===== config.mk =====
export PLATFORM = sky130hd
export DESIGN_NAME = counter_seq_ctrl
export DESIGN_NICKNAME = d
export VERILOG_FILES = /design/src/rtl/counter_seq_pkg.sv /design/src/rtl/seq_count_core.sv /design/src/rtl/counter_seq_ctrl.sv
export SDC_FILE = /design/constraint.sdc
export NUM_CORES = 1
export LEC_CHECK = 0
export CAP_MARGIN = 25
export CELL_PAD_IN_SITES_DETAIL_PLACEMENT = 0
export CELL_PAD_IN_SITES_GLOBAL_PLACEMENT = 2
export CORE_MARGIN = 5
export CORE_UTILIZATION = 35
export CTS_CLUSTER_SIZE = 16
export DETAILED_ROUTE_END_ITERATION = 16
export HOLD_SLACK_MARGIN = 0.02
export PLACE_DENSITY_LB_ADDON = 0.08
export SETUP_SLACK_MARGIN = 0.15
export SLEW_MARGIN = 20
export SYNTH_ARGS = -nofsm -noshare
export SYNTH_HDL_FRONTEND = slang
export SYNTH_SLANG_ARGS = --single-unit

===== constraint.sdc =====
create_clock -name clk -period 4.75 [get_ports clk]
set_input_delay 1.1875 -clock clk [delete_from_list [all_inputs] [get_ports clk]]
set_output_delay 1.1875 -clock clk [all_outputs]
set_load 0.01 [all_outputs]

===== src/rtl/counter_seq_pkg.sv =====
// Shared constants for the run-length sequencer: FSM state encoding and count direction.
// Latency: n/a (constants only).
// Backpressure: n/a.
package counter_seq_pkg;

    localparam logic [2:0] ST_IDLE   = 3'd0;
    localparam logic [2:0] ST_LOAD   = 3'd1;
    localparam logic [2:0] ST_RUN    = 3'd2;
    localparam logic [2:0] ST_PAUSED = 3'd3;
    localparam logic [2:0] ST_DONE   = 3'd4;

    localparam logic DIR_UP   = 1'b0;
    localparam logic DIR_DOWN = 1'b1;

endpackage


===== src/rtl/seq_count_core.sv =====
// Loadable up/down counter; load has priority over enable, arithmetic is mod 2^WIDTH.
// Latency: count updates on the clock edge after load/en are presented.
// Backpressure: none; holds its value whenever neither load nor en is asserted.
module seq_count_core
    import counter_seq_pkg::*;
#(
    parameter int WIDTH = 4
) (
    input  logic             clk,
    input  logic             rst,
    input  logic             en,
    input  logic             load,
    input  logic [WIDTH-1:0] load_val,
    input  logic             dir,
    output logic [WIDTH-1:0] count
);

    logic [WIDTH-1:0] count_q;
    logic [WIDTH-1:0] count_d;

    // Next count: load wins, otherwise step in the selected direction when enabled.
    always_comb begin
        count_d = count_q;
        if (load) begin
            count_d = load_val;
        end else if (en) begin
            if (dir == DIR_DOWN) begin
                count_d = count_q - 1'b1;
            end else begin
                count_d = count_q + 1'b1;
            end
        end
    end

    // Counter register, cleared asynchronously.
    always_ff @(posedge clk or negedge rst) begin
        if (!rst) begin
            count_q <= '0;
        end else begin
            count_q <= count_d;
        end
    end

    assign count = count_q;

endmodule


===== src/rtl/counter_seq_ctrl.sv =====
// Run-length sequencer: counts start->terminal value reps+1 times, pulses done at the end.
// Latency: done arrives (reps+1)*(target+1)+1 edges after the accepted start edge.
// Backpressure: none; pause freezes the run, abort cancels it, start is ignored while busy.
module counter_seq_ctrl
    import counter_seq_pkg::*;
#(
    parameter int WIDTH = 4,
    parameter int REP_W = 3
) (
    input  logic             clk,
    input  logic             rst,
    input  logic             start,
    input  logic [WIDTH-1:0] target,
    input  logic [REP_W-1:0] reps,
    input  logic             dir,
    input  logic             pause,
    input  logic             abort,
    output logic             busy,
    output logic             done,
    output logic             wrap,
    output logic [WIDTH-1:0] count,
    output logic [REP_W-1:0] pass
);

    logic [2:0]       state_q;
    logic [2:0]       state_d;
    logic [WIDTH-1:0] target_q;
    logic [WIDTH-1:0] target_d;
    logic [REP_W-1:0] reps_q;
    logic [REP_W-1:0] reps_d;
    logic             dir_q;
    logic             dir_d;
    logic [REP_W-1:0] pass_q;
    logic [REP_W-1:0] pass_d;
    logic             busy_q;
    logic             busy_d;
    logic             done_q;
    logic             done_d;
    logic             wrap_q;
    logic             wrap_d;

    logic             core_en;
    logic             core_load;
    logic [WIDTH-1:0] core_load_val;

    logic [WIDTH-1:0] start_val;
    logic [WIDTH-1:0] term_val;
    logic             at_term;
    logic             last_pass;

    // Start/terminal values depend only on the latched operands, never the live inputs.
    assign start_val = (dir_q == DIR_DOWN) ? target_q : '0;
    assign term_val  = (dir_q == DIR_DOWN) ? '0 : target_q;
    assign at_term   = (count == term_val);
    assign last_pass = (pass_q == reps_q);

    seq_count_core #(
        .WIDTH (WIDTH)
    ) u_core (
        .clk      (clk),
        .rst      (rst),
        .en       (core_en),
        .load     (core_load),
        .load_val (core_load_val),
        .dir      (dir_q),
        .count    (count)
    );

    // State register.
    always_ff @(posedge clk or negedge rst) begin
        if (!rst) begin
            state_q <= ST_IDLE;
        end else begin
            state_q <= state_d;
        end
    end

    // Next-state logic; abort outranks pause, pause outranks terminal handling.
    always_comb begin
        state_d = state_q;
        case (state_q)
            ST_IDLE: begin
                if (start && !abort) begin
                    state_d = ST_LOAD;
                end
            end
            ST_LOAD: begin
                state_d = abort ? ST_IDLE : ST_RUN;
            end
            ST_RUN: begin
                if (abort) begin
                    state_d = ST_IDLE;
                end else if (pause) begin
                    state_d = ST_PAUSED;
                end else if (at_term && last_pass) begin
                    state_d = ST_DONE;
                end
            end
            ST_PAUSED: begin
                if (abort) begin
                    state_d = ST_IDLE;
                end else if (!pause) begin
                    state_d = ST_RUN;
                end
            end
            ST_DONE: begin
                state_d = ST_IDLE;
            end
            default: begin
                state_d = ST_IDLE;
            end
        endcase
    end

    // Output/datapath controls: operand latch, counter load/step, pass index, wrap pulse.
    always_comb begin
        target_d      = target_q;
        reps_d        = reps_q;
        dir_d         = dir_q;
        pass_d        = pass_q;
        wrap_d        = 1'b0;
        core_en       = 1'b0;
        core_load     = 1'b0;
        core_load_val = '0;
        case (state_q)
            ST_IDLE: begin
                if (start && !abort) begin
                    target_d = target;
                    reps_d   = reps;
                    dir_d    = dir;
                end
            end
            ST_LOAD: begin
                core_load = 1'b1;
                pass_d    = '0;
                if (!abort) begin
                    core_load_val = start_val;
                end
            end
            ST_RUN: begin
                if (abort) begin
                    core_load = 1'b1;
                    pass_d    = '0;
                end else if (pause) begin
                    core_en = 1'b0;
                end else if (at_term) begin
                    // Final terminal leaves the count parked for DONE.
                    if (!last_pass) begin
                        core_load     = 1'b1;
                        core_load_val = start_val;
                        pass_d        = pass_q + 1'b1;
                        wrap_d        = 1'b1;
                    end
                end else begin
                    core_en = 1'b1;
                end
            end
            ST_PAUSED, ST_DONE: begin
                if (abort) begin
                    core_load = 1'b1;
                    pass_d    = '0;
                end
            end
            default: begin
                core_load = 1'b1;
                pass_d    = '0;
            end
        endcase
        busy_d = (state_d == ST_LOAD) || (state_d == ST_RUN) || (state_d == ST_PAUSED);
        done_d = (state_d == ST_DONE);
    end

    // Registered outputs and latched operands.
    always_ff @(posedge clk or negedge rst) begin
        if (!rst) begin
            target_q <= '0;
            reps_q   <= '0;
            dir_q    <= DIR_UP;
            pass_q   <= '0;
            busy_q   <= 1'b0;
            done_q   <= 1'b0;
            wrap_q   <= 1'b0;
        end else begin
            target_q <= target_d;
            reps_q   <= reps_d;
            dir_q    <= dir_d;
            pass_q   <= pass_d;
            busy_q   <= busy_d;
            done_q   <= done_d;
            wrap_q   <= wrap_d;
        end
    end

    assign busy = busy_q;
    assign done = done_q;
    assign wrap = wrap_q;
    assign pass = pass_q;

endmodule


# Word level (Yosys, flattened, before mapping)
# Cells that the tools add are included.
# classes
bitwise_logic	1
n_div	0
order_cmp	0
reduce_logical	10
shifts	0
muxes	37
add_sub_neg	3
n_eq_ne	14
n_mul	0
# ops
operator	count
2-to-1 mux 4 bit	10
2-to-1 mux 3 bit	11
equality test 3 x 2 -> 1 bit (second input constant)	4
one-hot mux 3 bit (4 select lines)	1
2-to-1 mux 1 bit	11
inequality test 3 bit (second input constant)	3
one-hot mux 3 bit (3 select lines)	1
one-hot mux 4 bit (2 select lines)	1
equality test 3 x 1 -> 1 bit (second input constant)	2
equality test 3 bit (second input constant)	2
AND reduction 5 bit	1
adder 4 x 1 -> 4 bit (second input constant)	1
equality test 4 bit	1
subtractor 4 x 1 -> 4 bit (second input constant)	1
adder 3 x 1 -> 3 bit (second input constant)	1
equality test 3 bit	1
logical NOT 3 bit	1
one-hot mux 1 bit (3 select lines)	1
logical AND 1 bit	2
logical OR 1 bit	2
2-to-1 mux 2 bit	1
inequality test 2 bit (second input constant)	1
AND reduction 2 bit	1
nonzero test 2 bit	1
other kinds (3)	3
# word_totals
in_bits	13
rom_bits	0
n_memories	0
ram_bits	0
register_bits	21
latch_bits	0
elab_cells	74
out_inout_bits	10

# Logic depth before layout (Yosys ltp)
# Gate-level depths: netlist of run 1.
# logic_depth
ltp_word	10
mapped_depth	7
ltp_nobuf	6

# By module
# Synthesis of run 1 repeated with hierarchy kept, for this count alone.
# hier_totals
hier_cells	127
area_unflattened_um2	1291.2
# by_module_without_submodules
module	instances	cells_each	area_per_inst_um2	seq_area_each_um2
counter_seq_ctrl	1	92	965.9	425.4
seq_count_core	1	35	325.3	100.1

# Least setup slack after synthesis of run 1
# Ideal clock, no wire load.
# synth_timing
path_kind	in2reg
from	in abort
to	reg u_core.count_q[2], in the netlist u_core.count[2]
path_stages	5
t_required_ns	4.629
t_arrival_ns	2.278
setup_ns	0.121
path_buffers	0
path_slack_ns	2.351
cell_sequence	nor2_1 and3_1 nand2_1 mux2_1 a22o_1
# synth_between
elab_chain_len	3
word_cells_on_any_way	10
classes_between	mux: 9; reduce/logical: 1
# synth_lines
element	line_no	text
start: declaration	counter_seq_ctrl.sv:17	input logic abort,
2-to-1 mux 1 bit, or another cell as far along	counter_seq_ctrl.sv:159	if (abort) begin
one-hot mux 1 bit (3 select lines), or another cell as far along	counter_seq_ctrl.sv:125	case (state_q)
2-to-1 mux 4 bit or nonzero test 2 bit (tied branches)	n/a	
end signal: assignment	seq_count_core.sv:40	count_q <= count_d;
end: declaration	seq_count_core.sv:18	logic [WIDTH-1:0] count_q;
# Several ways; a longest one is shown, not always the timed one.
# A chain may end at the register's enable or synchronous reset.

# Worst setup path after layout of run 1
# Same ends and word-level chain as after synthesis.

==> metrics.yaml, run 1 <==
run_status: "finished clean"
ys.flop_type: "dfrtp_1"
fin_crit_ns: 2.71
clock_skew_ns: 0.00275
yosysTopAreaCell: "dfrtp_1"
startpoint_type: "input pin"
max_freq_mhz: 369
synth_warnings: 0
antenna_cells: 0
worstPathCellList: "clkdlybuf4s50_1 > nor2_1 > and3_1 > nand2_1 > mux2_1 > a22o_1"
critPathRequiredTime_ns: 4.95
maxSlewHeadroom: 0.672
async_reset_ff_frac: 1.00
syn_area_per_cell_um2: 11.3
crit_arrival_ns: 2.91
gr-total-overflow: 0
final-setup-viol-count: 0
n_fill_cell: 327
ir_drop_mv: 0.145
critPathMaxFanout: 6
cts_setup_buffers: 0
crit_family: "simple AND/OR/NAND/NOR gates"
clock-root-buffer: "clkbuf_4"
fin_nets: 144
cts_resized: 0
grtUsageTotal: 0.116
yosysUniqueCellTypes: 35
seq_area_frac_synth: 0.453
cp.depth: 6
ant_nets: 0
cp_slowest_cell: "clkdlybuf4s50_1"
area_growth_pct: 24.8
die_area_um2: 4570
max-cap-violations: 0
synthCells: 103
rows: 21
worstMarginPinSlew_ns: 0.492
routed_via_density: 5.01
start_util: 0.353
htreeDepth: 1
first_pass_iters: 4
max_stage_delay_ns: 0.45
die_x_um: 67.6
finalHoldViolCount: 0
worst-setup-path-type: "input pin to register"
synth_top_area_frac: 0.453
synth_area_um2: 1160
dp_hpwl_um: 1750
synth_edf_count: 0
grt_start_max_net_pins: 22
r2r.worst_path.cells: 6
grt_pass1_vias: 841
antenna_found_initial: 0
pre_cts_ws_ns: 1.70
cts_sinks: 21
min_path_type: "register to register"
finalWirelength_um: 2330
slew_violations: 0
final.setup.tns_ns: 0
die_h_um: 67.6
drt_iter0_drc: 15
gp_congestion: 0.834
worst_slack_ns: 2.04
cts_made_buffers: 3
clk_latency_ns: 0.30
synth_nets: 120
grt_pass1_wl_um: 3970
wl_per_cell_um: 13.6
fin_crit_sh: 0.570
cts_tree: "done"
layout-drive-gt1-share: 0.103
clk_path_buf_depth: 2
ys_ff_latch: 21
portBuffers: 22
cts.clk_slew.worst_paths_ns: 0.12
boundaryPins: 23
p_per_area_nw_per_um2: 352
synth_area_leaders: "dfrtp_1 (45%), mux2_2 (5.8%), xnor2_1 (5.3%)"
core-area_um2: 3280
timing.critical_path.buf_inv: 1
num_vias: 862
endpoint_kind: "register"
rsz0062_at_grt: "false"
ctsHoldBuffers: 0
remaining_drc_errors: 0
whs_path_depth: 1
p_leak_nw: 0.602
[layout make-up]
class / count / area, µm² / share of cell area
clock buffers: 4 / 26.3 / 0.0182
flip-flops and latches: 21 / 526 / 0.363
well taps: 46 / 57.6 / 0.0398
multi-input cells: 76 / 612 / 0.423
inverters: 3 / 11.3 / 0.00778
repair buffers: 22 / 215 / 0.149
[cells by family (layout without fill, tap and decap cells)]
family / count (synthesis) / after routing / share of synthesized area
buffers and inverters: 6 / 29 / 0.0194
XOR/XNOR: 10 / 10 / 0.0755
flip-flops: 21 / 21 / 0.453
AND/OR/NAND/NOR: 31 / 31 / 0.162
adder cells (fa/ha/maj): 4 / 4 / 0.0496
multiplexers: 10 / 10 / 0.0971
AO/OA/AOI/OAI: 21 / 21 / 0.143
[cell usage after synthesis (all sizes together) (3+ instances only)]
master and n:
inv 3, xnor2 7, dfrtp 21, clkbuf 3, a211oi 3, a221o 3
nor2 10, nand3b 3, xor2 3, ha 3, mux2 10, nand3 4
nand2 3, a21oi 3, o22ai 3
[metrics by stage]
step | total power, mW | cells | hold slack [ns] | instance area, µm² | utilization
global placement | 0.426 | 168 | 0.498 | 1430 | 0.434
global route | 0.544 | 172 | 0.556 | 1450 | 0.441
finish | 0.509 | 172 | 0.529 | 1450 | 0.441
CTS | 0.516 | 172 | 0.535 | 1450 | 0.442
detailed placement | 0.427 | 168 | 0.508 | 1430 | 0.434
floorplan | 0.365 | 103 | 0.486 | 1160 | -
[registers in the layout (all words and copies together) (netlist names)]
| signal | flops |
|---|---|
| busy | 1 |
| dir_q | 1 |
| done | 1 |
| pass | 3 |
| reps_q | 3 |
| state_q | 3 |
| target_q | 4 |
| u_core.count | 4 |
| wrap | 1 |
[worst register-to-register path, stage by stage, from the launching register on]
cell	delay, ns
dfrtp_1	0.52
inv_1	0.20
a211oi_1	0.38
o22ai_2	0.20
nand2_1	0.19
mux2_1	0.33
a22o_1	0.22
[metal layers]
layer	global-route usage	wire length [µm]	up-vias	part of all wire
li1	-	-	421	-
met1	0.160	1170	420	0.50
met2	0.175	1050	17	0.45
met3	0.0250	81	4	0.035
met4	0.0456	26	0	0.011
met5	0	0	-	0
[cell usage in the layout, fill, tap and decap left out, types with 3 or more instances in the layout]
master and n:
xor2_1 3, nand3b_1 3, a221o_1 3, clkdlybuf4s50_1 21, xnor2_1 7, mux2_2 6, nand3_1 4, inv_1 3
nor2_1 10, dfrtp_1 21, ha_1 3, clkbuf_4 3, a211oi_1 3, nand2_1 3, mux2_1 4
[power by group]
part	switching, mW	internal (mW)	total [mW]
Combinational	0.0792	0.0962	0.175
Clock	0.0540	0.0327	0.0867
Sequential	0.0405	0.206	0.247
[path summary, 6_finish.rpt]
check | startpoint | end | slack, ns
worst max register to register | dir_q | u_core.count[2] | 2.62
min in group asynchronous | rst | u_core.count[1] | 0.83
worst min register to register | reps_q[1] | reps_q[1] | 0.53
worst max-delay path | abort | u_core.count[2] | 2.04
max in group asynchronous | rst | pass[1] | 3.59
worst min-delay path | reps_q[1] | reps_q[1] | 0.53
No activity file was read; power rests on OpenSTA's default activity.
==> run 2: changes to the inputs <==
Settings changed: CORE_UTILIZATION 35 to 32.
Clock period 4.75 ns to 2.5 ns, I/O delays scaled along.
==> metrics.yaml, run 2 (synthesis results as in run 1) <==
fin_crit_ns: 2.13
fin_util: 0.434
final-setup-viol-count: 0
wl_per_cell_um: 14.3
cts_made_buffers: 3
remaining_drc_errors: 0
n_fill_cell: 363
cts_resized: 0
boundaryPins: 23
cts.clk_slew.worst_paths_ns: 0.11
slew_violations: 0
portBuffers: 22
core-area_um2: 3420
min_path_type: "register to register"
layout-drive-gt1-share: 0.123
area_growth_pct: 27.8
finalHoldViolCount: 0
htreeDepth: 1
worstPathCellList: "or2_0 > a211oi_1 > o22ai_2 > nand2_1 > mux2_1 > a22o_1"
die_h_um: 70.2
first_pass_iters: 6
grt_pass1_wl_um: 4410
wl_met1_um: 1230
finalWirelength_um: 2520
endpoint_kind: "register"
dp_hpwl_um: 1960
worst-setup-path-type: "register to register"
grt_pass1_vias: 912
fin_nets: 148
die_x_um: 70.2
cp_slowest_cell: "dfrtp_1"
final_cell_mix: "clkdlybuf4s50_1 (22), dfrtp_1 (21), nor2_1 (10)"
num_vias: 882
clk_latency_ns: 0.30
startpoint_type: "register"
dr.max_layer_used: "met4"
die_area_um2: 4930
clock-root-buffer: "clkbuf_4"
wl_met3_um: 128
p_per_area_nw_per_um2: 662
antenna_found_initial: 0
worstMarginPinSlew_ns: 0.434
final.setup.tns_ns: 0
start_util: 0.340
max-cap-violations: 0
max_freq_mhz: 470
clock_skew_ns: 0.00475
cts_setup_buffers: 0
route.met2.wl_um: 1140
antenna_cells: 0
fin_crit_sh: 0.852
p_leak_nw: 0.621
max_stage_delay_ns: 0.46
maxSlewHeadroom: 0.711
gr-total-overflow: 0
cts_sinks: 21
run_status: "finished clean"
grtUsageTotal: 0.110
rows: 21
cts_tree: "done"
ctsHoldBuffers: 0
critPathRequiredTime_ns: 2.70
routed_via_density: 5.01
clk_path_buf_depth: 2
multi_input_area_um2: 612
drt_iter0_drc: 26
gp_congestion: 0.758
layout_commonest_cell: "clkdlybuf4s50_1"
grt_start_max_net_pins: 22
timing.critical_path.buf_inv: 0
ir_drop_mv: 0.356
crit_arrival_ns: 2.33
ff_latch_area_um2: 526
rsz0062_at_grt: "false"
critPathMaxFanout: 5
crit_family: "compound AO/OA/AOI/OAI gates"
ant_nets: 0
## run 2: area by class of cell
class | count | share of cell area
multi-input combinational | 76 | 0.413
timing repair buffer | 26 | 0.169
sequential | 21 | 0.354
tap | 46 | 0.0388
inverter | 3 | 0.00759
clock buffer | 4 | 0.0177
## run 2: where the power goes
part / switching, mW / internal (mW) / total, mW
clock network: 0.0989 / 0.0621 / 0.161
logic: 0.162 / 0.195 / 0.357
registers: 0.0712 / 0.392 / 0.463
## run 2: path summary, 6_finish.rpt
path	startpoint	end	slack (ns)	cells past startpoint
min in group asynchronous	rst	busy	0.66	2
hold / removal	reps_q[1]	reps_q[1]	0.52	1
hold reg to reg	reps_q[1]	reps_q[1]	0.52	1
setup / recovery	target_q[2]	u_core.count[2]	0.37	6
max in group asynchronous	rst	dir_q	1.62	2
setup reg to reg	target_q[2]	u_core.count[2]	0.37	6
## run 2: routing by layer
layer  GRT usage  up-vias
met1       0.142      431
met5           0        -
met4      0.0191        0
met2       0.178       21
li1            -      428
met3      0.0416        2
## run 2: stage by stage
step	instances	power (mW)	cell area (µm²)	setup WS (ns)	hold WS (ns)
after global placement	172	0.830	1460	0.162	0.495
final	176	0.981	1480	0.370	0.524
after detailed placement	172	0.834	1460	0.106	0.503
after CTS	176	0.999	1480	0.373	0.530
after global routing	176	1.06	1480	0.191	0.549
after floorplan	103	0.694	1160	0.608	0.329
## run 2: worst reg2reg max path, cell delays in order, from the launching register on
cell	delay (ns)
dfrtp_1	0.46
or2_0	0.23
a211oi_1	0.37
o22ai_2	0.20
nand2_1	0.19
mux2_1	0.34
a22o_1	0.23
==> run 3: changes to the inputs <==
Settings changed: CAP_MARGIN 25 to 5.
==> results of run 3 <==
Same layout as run 2: the final DEF is identical, and so are final timing and power.
